### src/rtl/pipe_stage_reg.sv
// Valid/ready pipeline stage register with synchronous flush.
// Define PIPE_STAGE_SKID_EN for the two-entry skid build with a registered in_ready_o.
module pipe_stage_reg #(
  parameter int unsigned       DATA_W    = 96,
  parameter logic [DATA_W-1:0] RESET_VAL = {DATA_W{1'b0}}
) (
  input  logic              clk_i,
  input  logic              rst_i,
  input  logic              flush_i,
  input  logic              in_valid_i,
  output logic              in_ready_o,
  input  logic [DATA_W-1:0] in_data_i,
  output logic              out_valid_o,
  input  logic              out_ready_i,
  output logic [DATA_W-1:0] data_o,
  output logic [1:0]        count_o
);

  typedef enum logic [1:0] {
    ST_EMPTY = 2'd0,
    ST_FULL  = 2'd1,
    ST_SKID  = 2'd2
  } state_e;

  state_e            state_q, state_d;
  logic [DATA_W-1:0] main_q, main_d;
  logic              valid_q, valid_d;
  logic [1:0]        count_q, count_d;
  logic              accept, xfer_out;

`ifdef PIPE_STAGE_SKID_EN
  logic [DATA_W-1:0] skid_q, skid_d;
  logic              ready_q, ready_d;

  assign in_ready_o = ready_q;
`else
  // Single entry: a consuming downstream frees the slot in the same cycle.
  assign in_ready_o = !valid_q || out_ready_i;
`endif

  assign accept      = in_valid_i && in_ready_o;
  assign xfer_out    = valid_q && out_ready_i;
  assign out_valid_o = valid_q;
  assign data_o      = main_q;
  assign count_o     = count_q;

  // Next-state and register-enable decode; flush overrides any handshake.
  always_comb begin
    state_d = state_q;
    main_d  = main_q;
`ifdef PIPE_STAGE_SKID_EN
    skid_d  = skid_q;
`endif
    if (flush_i) begin
      state_d = ST_EMPTY;
      main_d  = RESET_VAL;
`ifdef PIPE_STAGE_SKID_EN
      skid_d  = RESET_VAL;
`endif
    end else begin
      case (state_q)
        ST_EMPTY: begin
          if (accept) begin
            state_d = ST_FULL;
            main_d  = in_data_i;
          end
        end
        ST_FULL: begin
          if (xfer_out && accept) begin
            main_d = in_data_i;
          end else if (xfer_out) begin
            state_d = ST_EMPTY;
`ifdef PIPE_STAGE_SKID_EN
          end else if (accept) begin
            state_d = ST_SKID;
            skid_d  = in_data_i;
`endif
          end
        end
`ifdef PIPE_STAGE_SKID_EN
        ST_SKID: begin
          if (xfer_out) begin
            state_d = ST_FULL;
            main_d  = skid_q;
          end
        end
`endif
        default: begin
          state_d = ST_EMPTY;
        end
      endcase
    end

    valid_d = (state_d != ST_EMPTY);
    case (state_d)
      ST_FULL: count_d = 2'd1;
      ST_SKID: count_d = 2'd2;
      default: count_d = 2'd0;
    endcase
`ifdef PIPE_STAGE_SKID_EN
    ready_d = (state_d != ST_SKID);
`endif
  end

  // State and payload registers.
  always_ff @(posedge clk_i) begin
    if (rst_i) begin
      state_q <= ST_EMPTY;
      main_q  <= RESET_VAL;
      valid_q <= 1'b0;
      count_q <= 2'd0;
`ifdef PIPE_STAGE_SKID_EN
      skid_q  <= RESET_VAL;
      ready_q <= 1'b1;
`endif
    end else begin
      state_q <= state_d;
      main_q  <= main_d;
      valid_q <= valid_d;
      count_q <= count_d;
`ifdef PIPE_STAGE_SKID_EN
      skid_q  <= skid_d;
      ready_q <= ready_d;
`endif
    end
  end

  // Registered status outputs must stay consistent with each other.
  a_count_valid: assert property (@(posedge clk_i) disable iff (rst_i)
    (count_o != 2'd0) == out_valid_o);
`ifdef PIPE_STAGE_SKID_EN
  a_ready_count: assert property (@(posedge clk_i) disable iff (rst_i)
    in_ready_o == (count_o != 2'd2));
`else
  a_count_max: assert property (@(posedge clk_i) disable iff (rst_i)
    count_o != 2'd2);
`endif

endmodule

### config.mk
export PLATFORM = sky130hd
export DESIGN_NAME = pipe_stage_reg
export DESIGN_NICKNAME = d
export VERILOG_FILES = /design/src/rtl/pipe_stage_reg.sv
export SDC_FILE = /design/constraint.sdc
export NUM_CORES = 1
export LEC_CHECK = 0
export ABC_AREA = 1
export CORE_UTILIZATION = 37
export DETAILED_ROUTE_END_ITERATION = 12
export PLACE_DENSITY = 0.76
export SYNTH_ARGS = -nofsm -noshare
export SYNTH_HDL_FRONTEND = slang
export SYNTH_SLANG_ARGS = --single-unit
### constraint.sdc
create_clock -name clk_i -period 1.2 [get_ports clk_i]
set_input_delay 0.18 -clock clk_i [delete_from_list [all_inputs] [get_ports clk_i]]
set_output_delay 0.18 -clock clk_i [all_outputs]
set_load 0.005 [all_outputs]
==> impl_results.md <==
* Outcome: finished, violations left
* Failing checks: setup timing
* Metal3 WL at 1460 um
* Hold EP: data_o[61]$_SDFFE_PP0P_
* Syn Area/Cell at 6.70 um^2
* Lkg Pwr at 3.67 nW
* HP Class: reg -> reg
* Post-Route WL at 14,400 um
* Placed cell area at 6440 um^2
* WHS Path Cells at 2
* Worst-path clk slew at 0.07 ns
* Most frequent cell after synthesis: nor2_1
* GRT Total Usage at 22.1%
* Setup ws final at -0.235 ns
* Area occupied by multi-input gates at 1910 um^2
* Routed length on met1 at 6220 um
* Detailed Route Iter0 Violations at 255
* TritonCTS Sinks at 101
* CP Buf/Inv Count at 5
* CP Class: reg -> reg
* VDD IR-drop max at 0.000609 V
* Area delta synth->final at 72.6%
* CP startpoint: out_valid_o$_SDFF_PP0_
* Main synth FF type: dfxtp_1
* Crit share post-route at 120%
* Initial antenna violation count at 0
* PD cells at 1060 nW/um^2
* Final hold violation count at 0
* Row count at 38
* CP top delay family: buffers and inverters
* Largest net degree at the start of global routing at 41
* Clk Latency, worst-skew pair at 0.34 ns
* CTS tree: built
* GRT overflow at 0
* Vias at 4,581
* Routed wire per std cell at 14.4 um
* RSZ-0062 raised after global routing: yes
* Register bit total from synthesis at 101
* Worst setup EP type: flop
* Ys async rst share at 0%
* Fill count at 1,000
* Synth area leader: dfxtp_1
* First-pass GRT wire length at 20,300 um
* Die Area at 12,000 um^2
* Final min period at 1.43 ns
* CTS buffer count at 9
* Post-synth top cells: nor2_1 (196), dfxtp_1 (101), inv_1 (99), nand2_1 (99), nand3_1 (97)
* Setup violators final at 96
* Capturing point of the worst reg2reg path: data_o[7]$_SDFFE_PP0P_
* Post-synth EDFFs at 0
* CTS Root Cell: clkbuf_16
* Initial Utilization at 38.7%
* Drt drc at 0
* PortBufs at 200
* Max Transition Viols Final at 0
* HP Start: data_o[61]$_SDFFE_PP0P_
* Ant. Diodes at 0
* Reg2Reg Setup Slack at -0.23 ns
* Die height at 110 um
* Cell area after layout at 7410 um^2
* Buffer depth of the longest clock path at 2
* Req. time, crit path at 1.47 ns
* CORE AREA at 11,100 um^2
* Crit-path cells: buf_6, buf_6, inv_4, nand2_2, nand2_2, nor2_4, buf_12, clkbuf_16, nor2_2, nor2_1
* Critical path fanouts, max at 8
* CP Launch Type: flop
* Setup TNS at -18.09 ns
* Max_cap viols at 0
* Vias in the first global route at 4,229
* Synthesis Warnings at 0
* Seq/Total Area, Yosys at 47.1%
* DP HPWL at 8030 um
* Reg area at 2040 um^2
* FF-to-FF path depth at 10
* Synth top area share at 47.1%
* Met2 wire length at 6540 um
* Highest routed layer: met4
* Antenna Nets Post-Route at 0
* Drt first pass iters at 6
* Synth area leaders: dfxtp_1 (47%), nor2_1 (17%), nand3_1 (11%)
* Max Fclk at 697 MHz
* RR Startpoint: out_valid_o$_SDFF_PP0_
* Nets at 956
* Vias per std cell at 4.59
* Final core utilization at 66.9%
* Syn Inst Count at 640
* CP max stage cell: dfxtp_2
* Share of cells above drive strength 1 at 16.4%
* Netlist cell types at 17
* Chip Width at 110 um
* Crit-path max cell delay at 0.34 ns
* H-tree Lvls at 3
* Routability cong. at 0.791
* IO Count at 201
* Total power at 0.00783 W
* Post-Syn Area at 4290 um^2
* Worst EP arrival at 1.71 ns
* Worst Clk Skew at 0.00817 ns
## power by group
part           switching, W  total (W)  internal, W
clock network       0.00125    0.00270      0.00146
logic              0.000711    0.00159     0.000874
registers         0.0000734    0.00355      0.00347
total               0.00203    0.00783      0.00580
## area by class of cell
| cell class | instances | share of cell area [%] |
|---|---|---|
| repair buffers | 243 | 35.5 |
| flip-flops and latches | 101 | 27.5 |
| multi-input cells | 399 | 25.8 |
| inverters | 101 | 5.15 |
| clock buffers | 12 | 3.33 |
| well taps | 140 | 2.36 |
| clock inverters | 3 | 0.304 |
## flip-flops by register name (all words and copies together) (netlist names)
name	flops
data_o	96
count_o	2
out_valid_o	1
state_q	2
## worst register-to-register path: stages (launching register included)
cell       delay, ns
dfxtp_2         0.34
buf_6           0.11
buf_6           0.09
inv_4           0.03
nand2_2         0.05
nand2_2         0.06
nor2_4          0.20
buf_12          0.19
clkbuf_16       0.17
nor2_2          0.04
nor2_1          0.10
## timing repair
action                     in CTS  in global routing
setup buffers                  12                  1
hold buffers                    0                  0
pin swaps                       4                 62
resized for setup             155                 67
setup endpoints to repair     198                100
cloned                          9                 10
## cells by family after synthesis
| family | share of synthesized area (%) |
|---|---|
| and+or+nand+nor | 37.8 |
| AOI/OAI and AO/OA | 0.204 |
| other | 0.0874 |
| buffers and inverters | 14.8 |
| DFF | 47.1 |
## cell usage in the layout, fill, tap and decap left out
cell type / synthesis / routed
nor2_1: 196 / 141
clkdlybuf4s50_1: 0 / 100
inv_1: 99 / 99
dlygate4sd2_1: 0 / 97
nand2_1: 99 / 96
nand3_1: 97 / 90
dfxtp_1: 101 / 89
nor2_2: 1 / 39
nor2_4: 1 / 18
clkbuf_16: 0 / 16
dfxtp_2: 0 / 12
buf_6: 7 / 11
buf_12: 0 / 10
buf_4: 7 / 8
nand3_2: 0 / 7
buf_16: 0 / 7
nand2_2: 1 / 4
clkinvlp_4: 0 / 3
clkbuf_1: 4 / 2
conb_1: 1 / 2
inv_4: 0 / 1
inv_2: 2 / 1
a21oi_4: 0 / 1
nand4_1: 1 / 1
clkbuf_8: 0 / 1
clkdlybuf4s15_1: 0 / 1
buf_2: 20 / 1
buf_8: 0 / 1
## worst max path at each step
| stage | slack [ns] | depth (start not counted) | end |
|---|---|---|---|
| 2_1_floorplan | 0.002 | 7 | data_o[30]$_SDFFE_PP0P_ |
| 3_3_place_gp | -0.38 | 9 | data_o[50]$_SDFFE_PP0P_ |
| 3_5_place_dp | -0.40 | 9 | data_o[50]$_SDFFE_PP0P_ |
| 4_1_cts | -0.15 | 9 | data_o[43]$_SDFFE_PP0P_ |
| 5_1_grt | -0.33 | 10 | data_o[67]$_SDFFE_PP0P_ |
| 6_report | -0.23 | 10 | data_o[7]$_SDFFE_PP0P_ |
## per-layer routing
layer	GRT usage, %	up-vias
li1	-	2334
met3	6.22	11
met2	36.9	191
met4	8.00	0
met1	27.2	2045
met5	0	-
## per-stage QoR
stage               hold WS, ns  std cells  setup WS (ns)
finish                    0.462        999         -0.235
global route              0.482        999         -0.326
CTS                       0.465        992         -0.153
detailed placement        0.471        956         -0.404
global placement          0.462        956         -0.384
floorplan                 0.399        641        0.00165
(Power assumes the default switching activity.)
